`src/rtl/joy_sega6_reader.sv`:
```
// Sega Mega Drive / Master System DB9 pad reader for two ports.
// A shared select line is toggled through an 8-step sequence every 256 ticks; each port is decoded independently.

module joy_sega6_port (
    input  logic        clk_i,
    input  logic        res_n_i,
    input  logic        tick_i,
    input  logic [7:0]  step_i,
    input  logic [5:0]  pins_i,   // {p9, p6, R, L, D, U}, synchronized, active-low
    output logic [11:0] joy_o,
    output logic        six_o
);
    logic [11:0] sh_q, sh_d, joy_q, joy_d;
    logic        six_sh_q, six_sh_d, six_q, six_d;

    always_comb begin
        sh_d     = sh_q;
        six_sh_d = six_sh_q;
        joy_d    = joy_q;
        six_d    = six_q;
        if (tick_i) begin
            case (step_i)
                8'd2: begin
                    sh_d[5:0] = pins_i;
                    six_sh_d  = 1'b0;
                end
                // L and R both low with select low identifies a Mega Drive pad.
                8'd3: sh_d[7:6] = (pins_i[3:2] == 2'b00) ? pins_i[5:4] : 2'b11;
                8'd5: if (pins_i[3:0] == 4'h0) six_sh_d = 1'b1;
                8'd6: sh_d[11:8] = six_sh_q ? pins_i[3:0] : 4'hF;
                8'd7: begin
                    joy_d = sh_q;
                    six_d = six_sh_q;
                end
                default: ;
            endcase
        end
    end

    always_ff @(posedge clk_i or negedge res_n_i) begin
        if (!res_n_i) begin
            sh_q     <= 12'hFFF;
            six_sh_q <= 1'b0;
            joy_q    <= 12'hFFF;
            six_q    <= 1'b0;
        end else begin
            sh_q     <= sh_d;
            six_sh_q <= six_sh_d;
            joy_q    <= joy_d;
            six_q    <= six_d;
        end
    end

    assign joy_o = joy_q;
    assign six_o = six_q;
endmodule

module joy_sega6_reader #(
    parameter int DIV = 704
) (
    input  logic        clk_i,
    input  logic        res_n_i,
    input  logic        joy1_up_i,
    input  logic        joy1_down_i,
    input  logic        joy1_left_i,
    input  logic        joy1_right_i,
    input  logic        joy1_p6_i,
    input  logic        joy1_p9_i,
    input  logic        joy2_up_i,
    input  logic        joy2_down_i,
    input  logic        joy2_left_i,
    input  logic        joy2_right_i,
    input  logic        joy2_p6_i,
    input  logic        joy2_p9_i,
    output logic        joyX_p7_o,
    output logic [11:0] joy1_o,
    output logic [11:0] joy2_o,
    output logic        six1_o,
    output logic        six2_o,
    output logic        upd_o
);
    localparam int NUM_PORTS = 2;
    localparam int CW        = 16;

    logic [NUM_PORTS-1:0][5:0]  raw, sync1_q, sync1_d, sync2_q, sync2_d;
    logic [NUM_PORTS-1:0][11:0] joy;
    logic [NUM_PORTS-1:0]       six;
    logic [CW-1:0]              cnt_q, cnt_d;
    logic [7:0]                 s_q, s_d;
    logic                       p7_q, p7_d, upd_q, upd_d, tick;

    assign raw[0] = {joy1_p9_i, joy1_p6_i, joy1_right_i, joy1_left_i, joy1_down_i, joy1_up_i};
    assign raw[1] = {joy2_p9_i, joy2_p6_i, joy2_right_i, joy2_left_i, joy2_down_i, joy2_up_i};

    always_comb begin
        sync1_d = raw;
        sync2_d = sync1_q;
        tick    = (cnt_q == CW'(DIV - 1));
        cnt_d   = tick ? '0 : cnt_q + 1'b1;
        s_d     = tick ? s_q + 8'd1 : s_q;
        p7_d    = p7_q;
        // Select alternates low/high over steps 0..7, then idles high so 6-button pads time out.
        if (tick) p7_d = (s_q < 8'd8) ? s_q[0] : 1'b1;
        upd_d   = tick && (s_q == 8'd7);
    end

    always_ff @(posedge clk_i or negedge res_n_i) begin
        if (!res_n_i) begin
            sync1_q <= '1;
            sync2_q <= '1;
            cnt_q   <= '0;
            s_q     <= 8'd0;
            p7_q    <= 1'b1;
            upd_q   <= 1'b0;
        end else begin
            sync1_q <= sync1_d;
            sync2_q <= sync2_d;
            cnt_q   <= cnt_d;
            s_q     <= s_d;
            p7_q    <= p7_d;
            upd_q   <= upd_d;
        end
    end

    for (genvar g = 0; g < NUM_PORTS; g++) begin : g_port
        joy_sega6_port u_port (
            .clk_i  (clk_i),
            .res_n_i(res_n_i),
            .tick_i (tick),
            .step_i (s_q),
            .pins_i (sync2_q[g]),
            .joy_o  (joy[g]),
            .six_o  (six[g])
        );
    end

    assign joyX_p7_o = p7_q;
    assign upd_o     = upd_q;
    assign joy1_o    = joy[0];
    assign joy2_o    = joy[1];
    assign six1_o    = six[0];
    assign six2_o    = six[1];
endmodule

```
`config.mk`:
```
export PLATFORM = sky130hd
export DESIGN_NAME = joy_sega6_reader
export DESIGN_NICKNAME = d
export VERILOG_FILES = /design/src/rtl/joy_sega6_reader.sv
export SDC_FILE = /design/constraint.sdc
export NUM_CORES = 1
export LEC_CHECK = 0
export CELL_PAD_IN_SITES_DETAIL_PLACEMENT = 0
export CELL_PAD_IN_SITES_GLOBAL_PLACEMENT = 1
export CORE_MARGIN = 10
export CORE_UTILIZATION = 47
export CTS_BUF_LIST = sky130_fd_sc_hd__clkbuf_16
export DETAILED_ROUTE_END_ITERATION = 10
export GPL_ROUTABILITY_DRIVEN = 0
export PLACE_DENSITY = 0.91
export SLEW_MARGIN = 20
export SYNTH_ARGS = -nofsm -noshare
export SYNTH_HDL_FRONTEND = slang
export SYNTH_SLANG_ARGS = --single-unit
```
`constraint.sdc`:
```
create_clock -name clk_i -period 2.3 [get_ports clk_i]
set_input_delay 0.23 -clock clk_i [delete_from_list [all_inputs] [get_ports clk_i]]
set_output_delay 0.23 -clock clk_i [all_outputs]
set_load 0.01 [all_outputs]
```
# After elaboration in Yosys (flattened, before gate mapping)
# Cells that the tools add are included.
# word_totals
regBits	102
word_cells	53
# op_classes
add_sub_neg	2
n_lt_le_gt_ge	1
eq_ne	8
muxes	10
n_reduce_logical	12
# op_table
operator	count
8-bit by 3-bit == test with 1-bit output (second input constant)	3
16-bit by 1-bit adder with 16-bit output (second input constant)	1
16-bit by 10-bit == test with 1-bit output (second input constant)	1
8-bit by 2-bit == test with 1-bit output (second input constant)	2
16-bit 2-to-1 mux	1
8-bit by 1-bit adder with 8-bit output (second input constant)	1
4-bit logical NOT	2
8-bit by 4-bit < comparator with 1-bit output (second input constant)	1
4-bit 2-to-1 mux	2
2-bit AND reduction	4
3-bit AND reduction	2
2-bit logical NOT	2
2-bit 2-to-1 mux	2
2-bit by 1-bit inequality test with 1-bit output (second input constant)	2
1-bit case mux with 2 select lines	2
1-bit 2-to-1 mux	3
2-bit nonzero test	1
1-bit logical AND	1

# Longest topological paths before layout
# Gate-level depths: netlist of run 1.
# depth
word_depth	3
depth_mapped	8
mapped_depth_nobuf	6

# By module
# A second synthesis of run 1 with hierarchy kept.
# hier_totals
cells_unflattened	268
area_unflattened_um2	4121.5
# modules_own_cells
mod	n_inst	cells_each	area_per_inst_um2	seq_area_each_um2
joy_sega6_port	2	71	1131.1	680.7
joy_sega6_reader	1	126	1859.3	1282.5

# Worst setup path after synthesis of run 1
# OpenSTA, ideal clock, no wires.
# synth_path
kind	reg-to-reg
start	register s_q[5]
end	register g_port[0].u_port.sh_q[0]
setup_ns	0.082
arrival_ns	1.868
required_ns	2.218
path_slack_ns	0.349
stages_incl_launch_ff	7
path_buffers	2
synth_period_minus_slack_ns	1.951
cell_sequence	dfrtp_1 -> or4_4 -> nor2_8 -> and4b_1 -> buf_4 -> buf_12 -> mux2_2
# synth_between
elab_chain_len	2
# synth_rtl
element	line_no	source
from (decl)	89	logic [7:0] s_q, s_d;
from (signal assigned)	112	s_q <= 8'd0;
from (signal assigned)	119	s_q <= s_d;
8-bit by 2-bit == test with 1-bit output	22	case (step_i)
2-bit AND reduction (no source line)	-	
to (signal assigned)	42	sh_q <= 12'hFFF;
to (signal assigned)	47	sh_q <= sh_d;
to (decl)	13	logic [11:0] sh_q, sh_d, joy_q, joy_d;
# No other way between the ends.
# A chain may end at the register's enable or synchronous reset.

# Worst setup path in the final report of run 1
# layout_path
start	register cnt_q[6]
end	register g_port[1].u_port.sh_q[0]
# layout_between
elab_chain_len	2
# layout_rtl
element	line_no	source
from (decl)	88	logic [CW-1:0] cnt_q, cnt_d;
from (signal assigned)	118	cnt_q <= cnt_d;
16-bit by 10-bit == test with 1-bit output	98	tick = (cnt_q == CW'(DIV - 1));
2-bit AND reduction (no source line)	-	
to (signal assigned)	42	
to (signal assigned)	47	
to (decl)	13	
# No other way between the ends.

==> results.sh, run 1 <==
export IMPL_yosysWarnings=0
export IMPL_worst_hold_path_type="in2reg"
export IMPL_final_antenna_net_count=0
export IMPL_cts_max_level=3
export IMPL_track_usage_pct=11.5
export IMPL_fin_worst_hold_slack_ps=293
export IMPL_largest_family_of_logic_cells_by_synthesized_area="multiplexers"
export IMPL_synth_seq_cells=102
export IMPL_initial_core_util_pct=47.7
export IMPL_die_width_um=114
export IMPL_crit_arrival_ps=2320
export IMPL_total_half_perimeter_wirelength_after_legalization_and_detailed_placement_um=5090
export IMPL_numClockSinks=102
export IMPL_grt_start_max_net_pins=61
export IMPL_net_count_after_synthesis=287
export IMPL_io_buffers=41
export IMPL_post_synth_num_cell_types=39
export IMPL_sort_of_element_at_the_end_of_the_critical_path="register"
export IMPL_finalHoldViolations=0
export IMPL_wire_per_inst_um=16.4
export IMPL_post_synth_fa_ha_maj_area_fraction_pct=1.21
export IMPL_vias_in_the_first_global_route=2397
export IMPL_final_cells=432
export IMPL_syn_mean_instance_area_um2=15.3
export IMPL_synth_sequential_area_ratio_pct=64.2
export IMPL_power_leakage_nw=2.17
export IMPL_maxCapViolations=0
export IMPL_clock_tree_from_tritoncts="yes"
export IMPL_rows=34
export IMPL_synthXorXnorAreaFrac_pct=4.46
export IMPL_synth_simple_gate_area_share_pct=11.6
export IMPL_overflow_after_grt=0
export IMPL_pre_cts_slack_ps=252
export IMPL_antenna_diode_count=0
export IMPL_final_max_slew_violation_count=0
export IMPL_start_to_end_type_of_the_worst_setup_path="reg2reg"
export IMPL_layout_area_overhead_vs_synth_pct=21.5
export IMPL_placed_cells=415
export IMPL_worst_vdd_drop_mv=0.437
export IMPL_rsz_0062_raised_after_global_routing="false"
export IMPL_power_per_cell_area_nw_per_um2=710
export IMPL_fp_dieArea_um2=12900
export IMPL_place_area_um2=4660
export IMPL_max_freq_ghz=0.485
export IMPL_finalClockSkew_ps=5.75
export IMPL_clk_pin_slew_ps=70
export IMPL_worst_slew_pin_transition_ps=529
export IMPL_drc_violation_count_after_routing=0
export IMPL_routed_via_density=5.16
export IMPL_fin_setup_tns_ps=0
export IMPL_wire_length_of_the_first_global_routing_pass_um=12100
export IMPL_detailedRoute_firstIterationViolations=64
export IMPL_design_area_um2=5000
export IMPL_drt_pre_antenna_iters=4
export IMPL_top_level_ports=42
export IMPL_complex_gate_fraction_of_the_synthesized_area_pct=0.304
export IMPL_mapped_cells=269
export IMPL_max_clock_buf_depth=2
export IMPL_post_cts_setup_buffers=0
export IMPL_antenna_found_initial=0
export IMPL_insertion_delay_ps=330
export IMPL_detailed_route_wire_length_um=7080
export IMPL_cts_inserted_buffers=9
export IMPL_ctsResizeCount=0
export IMPL_die_height_um=114
export IMPL_route_vias_total=2227
export IMPL_final_cycle_utilization_of_the_critical_path_pct=89.6
export IMPL_netlist_area_um2=4120
export IMPL_cts_root_buf="clkbuf_16"
export IMPL_report_final_setup_viol=0
export IMPL_startpoint_type="register"
export IMPL_layout_min_cycle_time_ps=2060
export IMPL_proportion_of_layout_cells_with_a_drive_suffix_above_1_pct=44.8
export IMPL_timing_critical_path_required_ps=2560
export IMPL_timing_critical_path_fanout_max=14
export IMPL_setup_ws_ps=240
export IMPL_finalNetCount=337
export IMPL_area_of_the_core_um2=8640
export IMPL_portion_of_netlist_area_occupied_by_mux_cells_pct=16.2
export IMPL_run_status="finished, final reports clean"
export IMPL_relSlewSlack_pct=64.7
[critical path, cell delays in order (launching register included)]
cell and delay, ps:
dfrtp_1 430, nor4_1 380, and4_1 390, and4b_1 280
buf_12 160, mux2_2 340
[Yosys cell counts]
master / count / area, um2
clkbuf_2: 1 / 5.00
and2_0: 1 / 6.26
ha_1: 4 / 50.1
xnor2_1: 9 / 78.8
buf_4: 1 / 7.51
nor2_1: 11 / 41.3
or4_1: 1 / 7.51
nand2b_1: 8 / 50.1
dfrtp_1: 29 / 726
mux2_1: 5 / 56.3
buf_12: 1 / 20.0
mux2i_1: 2 / 20.0
a31oi_1: 2 / 12.5
buf_6: 2 / 22.5
nand2_1: 6 / 22.5
nand3_1: 7 / 35.0
nand4_4: 1 / 21.3
mux2_2: 26 / 293
nor2_2: 1 / 6.26
nor2_8: 1 / 20.0
buf_2: 2 / 10.0
nand4_1: 6 / 37.5
mux2_4: 20 / 300
buf_1: 2 / 7.51
nor3_1: 3 / 15.0
dfstp_2: 73 / 1920
and4_1: 4 / 35.0
or3_1: 5 / 31.3
and2_1: 2 / 12.5
nand4_2: 1 / 12.5
and3_1: 4 / 25.0
nand4bb_1: 1 / 11.3
and4b_1: 1 / 10.0
inv_1: 3 / 11.3
nor2b_1: 3 / 18.8
nor4_1: 6 / 37.5
xor2_1: 12 / 105
or4_4: 1 / 11.3
nand4b_1: 1 / 8.76
[layer usage]
layer	track usage, %	share of wire [%]	up-vias
li1	-	-	1034
met1	13.5	44	1146
met2	19.1	50	41
met3	4.51	5.4	6
met4	2.88	0.81	0
met5	0	0	-
[state kept, by name, indices dropped and copies added, names as in the netlist]
register,count
g_port.u_port.joy_o,24
upd_o,1
sync2_q,12
g_port.u_port.six_o,2
joyX_p7_o,1
sync1_q,12
cnt_q,16
g_port.u_port.six_sh_q,2
s_q,8
g_port.u_port.sh_q,24
[cells in the final DEF, fill, tap and decap left out, types with 2 or more instances in the layout]
| master | count |
|---|---|
| nor4_1 | 6 |
| dfrtp_1 | 29 |
| nor3_1 | 3 |
| dfstp_2 | 73 |
| nand2_1 | 6 |
| and4_1 | 4 |
| buf_4 | 5 |
| nand3_1 | 7 |
| mux2_4 | 20 |
| nor2_1 | 11 |
| and2_1 | 2 |
| nand4_1 | 6 |
| mux2i_1 | 2 |
| clkbuf_16 | 10 |
| inv_1 | 4 |
| nand2b_1 | 8 |
| or3_1 | 5 |
| xnor2_1 | 9 |
| ha_1 | 4 |
| nor2b_1 | 3 |
| a31oi_1 | 2 |
| xor2_1 | 12 |
| mux2_2 | 26 |
| bufinv_16 | 2 |
| and3_1 | 4 |
| buf_12 | 2 |
| clkdlybuf4s50_1 | 40 |
| mux2_1 | 5 |
[cells by family (layout without fill, tap and decap cells)]
| kind of cell | Yosys count | count (layout) |
|---|---|---|
| and+or+nand+nor | 75 | 75 |
| xor gates and xnor gates | 21 | 21 |
| muxes | 53 | 53 |
| DFF | 102 | 102 |
| AOI/OAI and AO/OA | 2 | 2 |
| adders and majority gates | 4 | 4 |
| buffers and inverters | 12 | 67 |
[final timing paths]
check,from,end,slack [ps],depth (start not counted)
max,cnt_q[6],g_port[1].u_port.sh_q[0],240,5
min,joy1_p9_i,sync1_q[5],290,1
max reg2reg,cnt_q[6],g_port[1].u_port.sh_q[0],240,5
min reg2reg,sync1_q[7],sync2_q[7],350,0
max in group asynchronous,res_n_i,g_port[1].u_port.sh_q[7],1160,3
min in group asynchronous,res_n_i,g_port[0].u_port.six_o,420,2
[per-stage QoR]
stage	total power, mW	util (%)
finish	3.56	58.0
global route	3.67	58.0
CTS	3.59	58.0
detailed placement	1.94	54.0
global placement	1.94	54.0
floorplan	1.88	-
[repair_timing]
item,CTS,global route
hold endpoints to repair,7,0
hold buffers,1,0
endpoints found under the setup margin,0,0
[area by class of cell]
type	count	area (um2)
fill	688	3630
sequential	102	2640
multi-input combinational	155	1390
timing repair buffer	48	488
clock buffer	10	250
tap	108	135
clock inverter	6	83.8
inverter	3	11.3
[power by group]
| group | switching [mW] | internal (mW) | total [mW] |
|---|---|---|---|
| combinational | 0.0359 | 0.0271 | 0.0630 |
| sequential | 0.0134 | 1.84 | 1.85 |
| clock | 0.627 | 1.02 | 1.64 |
Power figures use the tool's default switching activity.
==> run 2: changes to the inputs <==
- CORE_UTILIZATION: 47 -> 37
- PLACE_DENSITY: 0.91 -> 0.76
==> run 2 against run 1 <==
  * Flip-flop and latch count did not move
  * Critical path depth is the same
  * Via count shrank 2.6%
  * Clock power is 7% lower
  * Global-route usage fell by 2.1 points
  * Critical path type unchanged
  * Critical endpoint is now g_port[0].u_port.sh_q[5]
==> results.sh, run 2 (same netlist as run 1, synthesis figures left out) <==
export IMPL_run_status="finished, final reports clean"
export IMPL_rows=38
export IMPL_fp_dieArea_um2=15800
export IMPL_reg2reg_depth=5
export IMPL_final_total_power_mw=3.43
export IMPL_track_usage_pct=9.31
export IMPL_hold_start="joy2_right_i"
export IMPL_insertion_delay_ps=340
export IMPL_cts_inserted_buffers=9
export IMPL_clk_pin_slew_ps=70
export IMPL_die_width_um=126
export IMPL_critPathMaxStageDelay_ps=430
export IMPL_antenna_diode_count=0
export IMPL_die_height_um=126
export IMPL_final_cycle_utilization_of_the_critical_path_pct=88.9
export IMPL_hold_path_end="sync1_q[9]"
export IMPL_report_final_setup_viol=0
export IMPL_start_to_end_type_of_the_worst_setup_path="reg2reg"
export IMPL_hold_depth=1
export IMPL_worst_slew_pin_transition_ps=467
export IMPL_top_level_ports=42
export IMPL_initial_core_util_pct=37.8
export IMPL_maxCapViolations=0
export IMPL_r2r_start="cnt_q[6]"
export IMPL_final_cells=465
export IMPL_rsz_0062_raised_after_global_routing="false"
export IMPL_max_freq_ghz=0.489
export IMPL_placed_cells=448
export IMPL_routed_via_density=4.66
export IMPL_io_buffers=41
export IMPL_layout_commonest_cell="dfstp_2"
export IMPL_cts_max_level=3
export IMPL_drc_violation_count_after_routing=0
export IMPL_detailedRoute_firstIterationViolations=129
export IMPL_startpoint_type="register"
export IMPL_overflow_after_grt=0
export IMPL_post_cts_setup_buffers=0
export IMPL_critical_path_top_delay_family="simple AND/OR/NAND/NOR gates"
export IMPL_ctsResizeCount=0
export IMPL_worst_r2r_endpoint="g_port[0].u_port.sh_q[5]"
export IMPL_timing_critical_path_required_ps=2570
export IMPL_layout_area_overhead_vs_synth_pct=22.0
export IMPL_crit_path_top_delay_cell="dfrtp_1"
export IMPL_clock_tree_from_tritoncts="yes"
export IMPL_r2r_setup_slack_ps=260
export IMPL_detailed_route_wire_length_um=6890
export IMPL_critical_path_cell_chain="nor4_1, and4_1, and4b_1, buf_12, mux2_2"
export IMPL_drt_pre_antenna_iters=4
export IMPL_antenna_found_initial=0
export IMPL_power_per_cell_area_nw_per_um2=682
export IMPL_timing_critical_path_fanout_max=14
export IMPL_numClockSinks=102
export IMPL_power_leakage_nw=2.17
export IMPL_critical_path_buf_inv_count=1
export IMPL_max_clock_buf_depth=2
export IMPL_fillerInstances=975
export IMPL_final_max_slew_violation_count=0
export IMPL_worst_hold_path_type="in2reg"
export IMPL_relSlewSlack_pct=68.6
export IMPL_hold_buffers=1
export IMPL_multi_input_comb_area_um2=1390
export IMPL_vias_in_the_first_global_route=2290
export IMPL_area_of_the_core_um2=10900
export IMPL_total_half_perimeter_wirelength_after_legalization_and_detailed_placement_um=4910
export IMPL_final_antenna_net_count=0
export IMPL_grt_start_max_net_pins=53
export IMPL_crit_arrival_ps=2310
export IMPL_area_sequential_um2=2640
export IMPL_wire_per_inst_um=14.8
export IMPL_layout_common_cells="dfstp_2, clkdlybuf4s50_1, dfrtp_1"
export IMPL_finalHoldViolations=0
export IMPL_finalClockSkew_ps=6.04
export IMPL_layout_min_cycle_time_ps=2040
export IMPL_proportion_of_layout_cells_with_a_drive_suffix_above_1_pct=45.2
export IMPL_sort_of_element_at_the_end_of_the_critical_path="register"
export IMPL_finalNetCount=338
export IMPL_fin_setup_tns_ps=0
export IMPL_cts_root_buf="clkbuf_16"
export IMPL_route_vias_total=2168
export IMPL_wire_length_of_the_first_global_routing_pass_um=12100
export IMPL_worst_vdd_drop_mv=0.413
==> run 2: cell count changes in the layout (fill, tap and decap cells not counted) <==
| cell | previous run | this run |
|---|---|---|
| buf_12 | 2 | 3 |
| bufinv_16 | 2 | 1 |
| clkbuf_16 | 10 | 9 |
| clkinv_1 | 1 | 0 |
| clkinv_2 | 0 | 1 |
| inv_4 | 0 | 1 |
| inv_8 | 0 | 1 |
==> run 2: area by class of cell <==
type | count | area share [%]
Tap cell | 140 | 3.48
Clock buffer | 9 | 4.48
Inverter | 3 | 0.224
Sequential cell | 102 | 52.6
Multi-Input combinational cell | 155 | 27.7
Clock inverter | 7 | 1.44
Timing Repair Buffer | 49 | 10.1
==> run 2: power by group <==
group	internal, mW	leakage, nW	switching, mW	total [mW]
Sequential	1.84	1.15	0.0126	1.85
Clock	0.850	0.149	0.666	1.52
Combinational	0.0283	0.869	0.0368	0.0651
Total	2.71	2.17	0.715	3.43
==> run 2: metrics by stage <==
stage / area (um2) / util, % / hold slack, ps / setup slack [ps]
floorplan: 4120 / - / -65.6 / 349
global placement: 4720 / 43.4 / 119 / 271
detailed placement: 4720 / 43.4 / 123 / 260
CTS: 5030 / 46.2 / 280 / 250
global route: 5030 / 46.2 / 275 / 121
finish: 5030 / 46.2 / 291 / 255
==> run 2: worst max-delay path by stage <==
stage                               end  slack [ps]  cells after the start  startpoint
3_3_place_gp   g_port[0].u_port.sh_q[2]         270                      5    cnt_q[6]
4_1_cts        g_port[0].u_port.sh_q[5]         250                      5    cnt_q[6]
5_1_grt        g_port[0].u_port.sh_q[5]         120                      5    cnt_q[6]
6_report       g_port[0].u_port.sh_q[5]         260                      5    cnt_q[6]
3_5_place_dp   g_port[0].u_port.sh_q[5]         260                      5    cnt_q[6]
2_1_floorplan  g_port[0].u_port.sh_q[0]         350                      6      s_q[5]
==> run 2: layer usage <==
layer / vias up / global-route usage (%) / routed length [um]
li1: 1040 / - / -
met3: 9 / 4.14 / 476
met4: 0 / 3.25 / 108
met1: 1077 / 12.6 / 3440
met2: 42 / 12.8 / 2860
met5: - / 0 / 0
==> run 3: changes to the inputs <==
- CTS_BUF_LIST: sky130_fd_sc_hd__clkbuf_16 -> default
- PLACE_DENSITY: 0.76 -> 0.79
- clock period: 2.3 -> 1.7 ns (I/O delays scaled with it)
==> run 3 against run 2 <==
  * The run now ends with setup timing left
  * Clock-buffer cell count is the same
  * Register-to-register slack lost 480 ps
  * Clock skew increased by 7.9 ps
  * Worst hold slack got worse by 94 ps
  * First-iteration DRC count down 26%
  * Total power is 16% higher
  * Utilization increased by 4.1 points
  * Critical path depth grew 1
  * Die area stayed put
  * Global-route usage increased by 0.88 points
  * Critical endpoint is now g_port[0].u_port.six_o
  * Largest power group unchanged
==> results.sh, run 3 (same netlist as run 1, synthesis figures left out) <==
export IMPL_run_status="complete, but fails checks"
export IMPL_violations_in_the_final_reports="setup timing"
export IMPL_critical_path_top_delay_family="simple AND/OR/NAND/NOR gates"
export IMPL_routed_via_density=4.66
export IMPL_layout_commonest_cell="dfstp_2"
export IMPL_wire_length_of_the_first_global_routing_pass_um=13300
export IMPL_total_half_perimeter_wirelength_after_legalization_and_detailed_placement_um=5620
export IMPL_place_area_um2=5020
export IMPL_cell_repeated_most_along_the_worst_path="buf_12"
export IMPL_area_of_the_core_um2=10900
export IMPL_rsz_0062_raised_after_global_routing="true"
export IMPL_worst_vdd_drop_mv=0.316
export IMPL_timing_critical_path_required_ps=1960
export IMPL_sort_of_element_at_the_end_of_the_critical_path="register"
export IMPL_hold_start="joy1_down_i"
export IMPL_final_cycle_utilization_of_the_critical_path_pct=113
export IMPL_max_freq_ghz=0.519
export IMPL_fp_dieArea_um2=15800
export IMPL_power_leakage_nw=2.45
export IMPL_worst_slew_pin_transition_ps=351
export IMPL_cts_root_buf="clkbuf_8"
export IMPL_crit_arrival_ps=2190
export IMPL_die_height_um=126
export IMPL_io_buffers=41
export IMPL_setup_ws_ps=-228
export IMPL_r2r_start="s_q[7]"
export IMPL_hold_depth=1
export IMPL_clk_pin_slew_ps=100
export IMPL_design_area_um2=5470
export IMPL_vias_in_the_first_global_route=2640
export IMPL_wire_per_inst_um=15.4
export IMPL_maxCapViolations=0
export IMPL_worst_hold_path_type="in2reg"
export IMPL_cts_inserted_buffers=9
export IMPL_final_antenna_net_count=0
export IMPL_numClockSinks=102
export IMPL_antenna_found_initial=0
export IMPL_layout_common_cells="dfstp_2, buf_4, clkdlybuf4s50_1"
export IMPL_grt_start_max_net_pins=48
export IMPL_rows=38
export IMPL_worst_r2r_endpoint="g_port[0].u_port.six_o"
export IMPL_top_level_ports=42
export IMPL_start_to_end_type_of_the_worst_setup_path="reg2reg"
export IMPL_max_clock_buf_depth=2
export IMPL_clock_tree_from_tritoncts="yes"
export IMPL_detailed_route_wire_length_um=7890
export IMPL_finalNetCount=385
export IMPL_startpoint_type="register"
export IMPL_report_final_setup_viol=54
export IMPL_antenna_diode_count=0
export IMPL_initial_core_util_pct=37.8
export IMPL_hold_path_end="sync1_q[1]"
export IMPL_critical_path_cell_chain="or4_4, nor2_8, nand4_4, buf_12, buf_12, mux2_4"
export IMPL_overflow_after_grt=0
export IMPL_crit_path_top_delay_cell="or4_4"
export IMPL_timing_critical_path_fanout_max=5
export IMPL_fin_setup_tns_ps=-8890
export IMPL_track_usage_pct=10.2
export IMPL_finalHoldViolations=0
export IMPL_r2r_setup_slack_ps=-230
export IMPL_drt_pre_antenna_iters=4
export IMPL_proportion_of_layout_cells_with_a_drive_suffix_above_1_pct=55.8
export IMPL_cts_max_level=3
export IMPL_relSlewSlack_pct=76.4
export IMPL_route_vias_total=2383
export IMPL_finalClockSkew_ps=14.0
export IMPL_layout_min_cycle_time_ps=1930
export IMPL_critPathMaxStageDelay_ps=580
export IMPL_detailedRoute_firstIterationViolations=96
export IMPL_drc_violation_count_after_routing=0
export IMPL_fin_worst_hold_slack_ps=197
export IMPL_reg2reg_depth=6
export IMPL_die_width_um=126
export IMPL_critical_path_buf_inv_count=2
export IMPL_final_max_slew_violation_count=0
export IMPL_insertion_delay_ps=370
export IMPL_layout_area_overhead_vs_synth_pct=32.9
export IMPL_power_per_cell_area_nw_per_um2=730
export IMPL_fillerInstances=933
## run 3: cell count changes in the layout (fill, tap and decap cells not counted), moves of 2 or more
cell | before | now
nor4_4 | 0 | 3
nor4_2 | 0 | 2
buf_4 | 5 | 41
clkbuf_8 | 0 | 9
clkinv_4 | 0 | 2
mux2_1 | 5 | 1
clkbuf_16 | 9 | 0
buf_6 | 0 | 7
buf_12 | 3 | 5
mux2_4 | 20 | 31
nor4_1 | 6 | 1
mux2_2 | 26 | 19
## run 3: metrics by stage
step	util [%]	cells	power, mW	setup slack [ps]
2_1_floorplan	-	269	2.54	-217
3_3_place_gp	46.1	486	2.63	-177
3_5_place_dp	46.1	486	2.64	-207
4_1_cts	49.3	507	4.07	-224
5_1_grt	50.3	511	4.18	-287
6_report	50.3	511	4.00	-228
## run 3: where the power goes
group | internal, mW | switching, mW
logic | 0.0401 | 0.0509
registers | 2.48 | 0.0183
clock network | 0.551 | 0.851
## run 3: routing by layer
layer | GRT usage, % | wire length (um) | vias up
met5 | 0 | 0 | -
met1 | 12.5 | 3600 | 1206
met3 | 4.18 | 410 | 7
li1 | - | - | 1134
met2 | 16.4 | 3810 | 36
met4 | 2.24 | 78 | 0
## run 3: timing repair
action / CTS / global route
endpoints found under the hold margin: 22 / 0
setup endpoints to repair: 53 / 58
pin swaps: 0 / 6
setup buffers: 3 / 5
gates resized for setup: 15 / 19
gates cloned: 2 / 0
hold buffers: 1 / 0
## run 3: area by class of cell
type	instances	area, um2	area share [%]
clock buffer	9	124	2.26
clock inverter	6	60.1	1.10
inverter	3	11.3	0.206
multi-input combinational	155	1520	27.7
sequential	102	2640	48.3
tap	140	175	3.20
timing repair buffer	96	945	17.3
## run 3: worst max path at each step
stage | start | end | slack [ps] | depth (start not counted)
4_1_cts | s_q[7] | g_port[0].u_port.sh_q[5] | -220 | 5
3_3_place_gp | s_q[7] | g_port[1].u_port.sh_q[2] | -180 | 5
6_report | s_q[7] | g_port[0].u_port.six_o | -230 | 6
5_1_grt | s_q[7] | g_port[1].u_port.six_o | -290 | 6
3_5_place_dp | s_q[7] | g_port[1].u_port.sh_q[1] | -210 | 5
2_1_floorplan | s_q[7] | g_port[0].u_port.sh_q[0] | -220 | 6
## run 3: worst register-to-register path, stage by stage, from the launching register on
cell,delay [ps]
dfrtp_1,390
or4_4,580
nor2_8,130
nand4_4,140
buf_12,170
buf_12,130
mux2_4,290
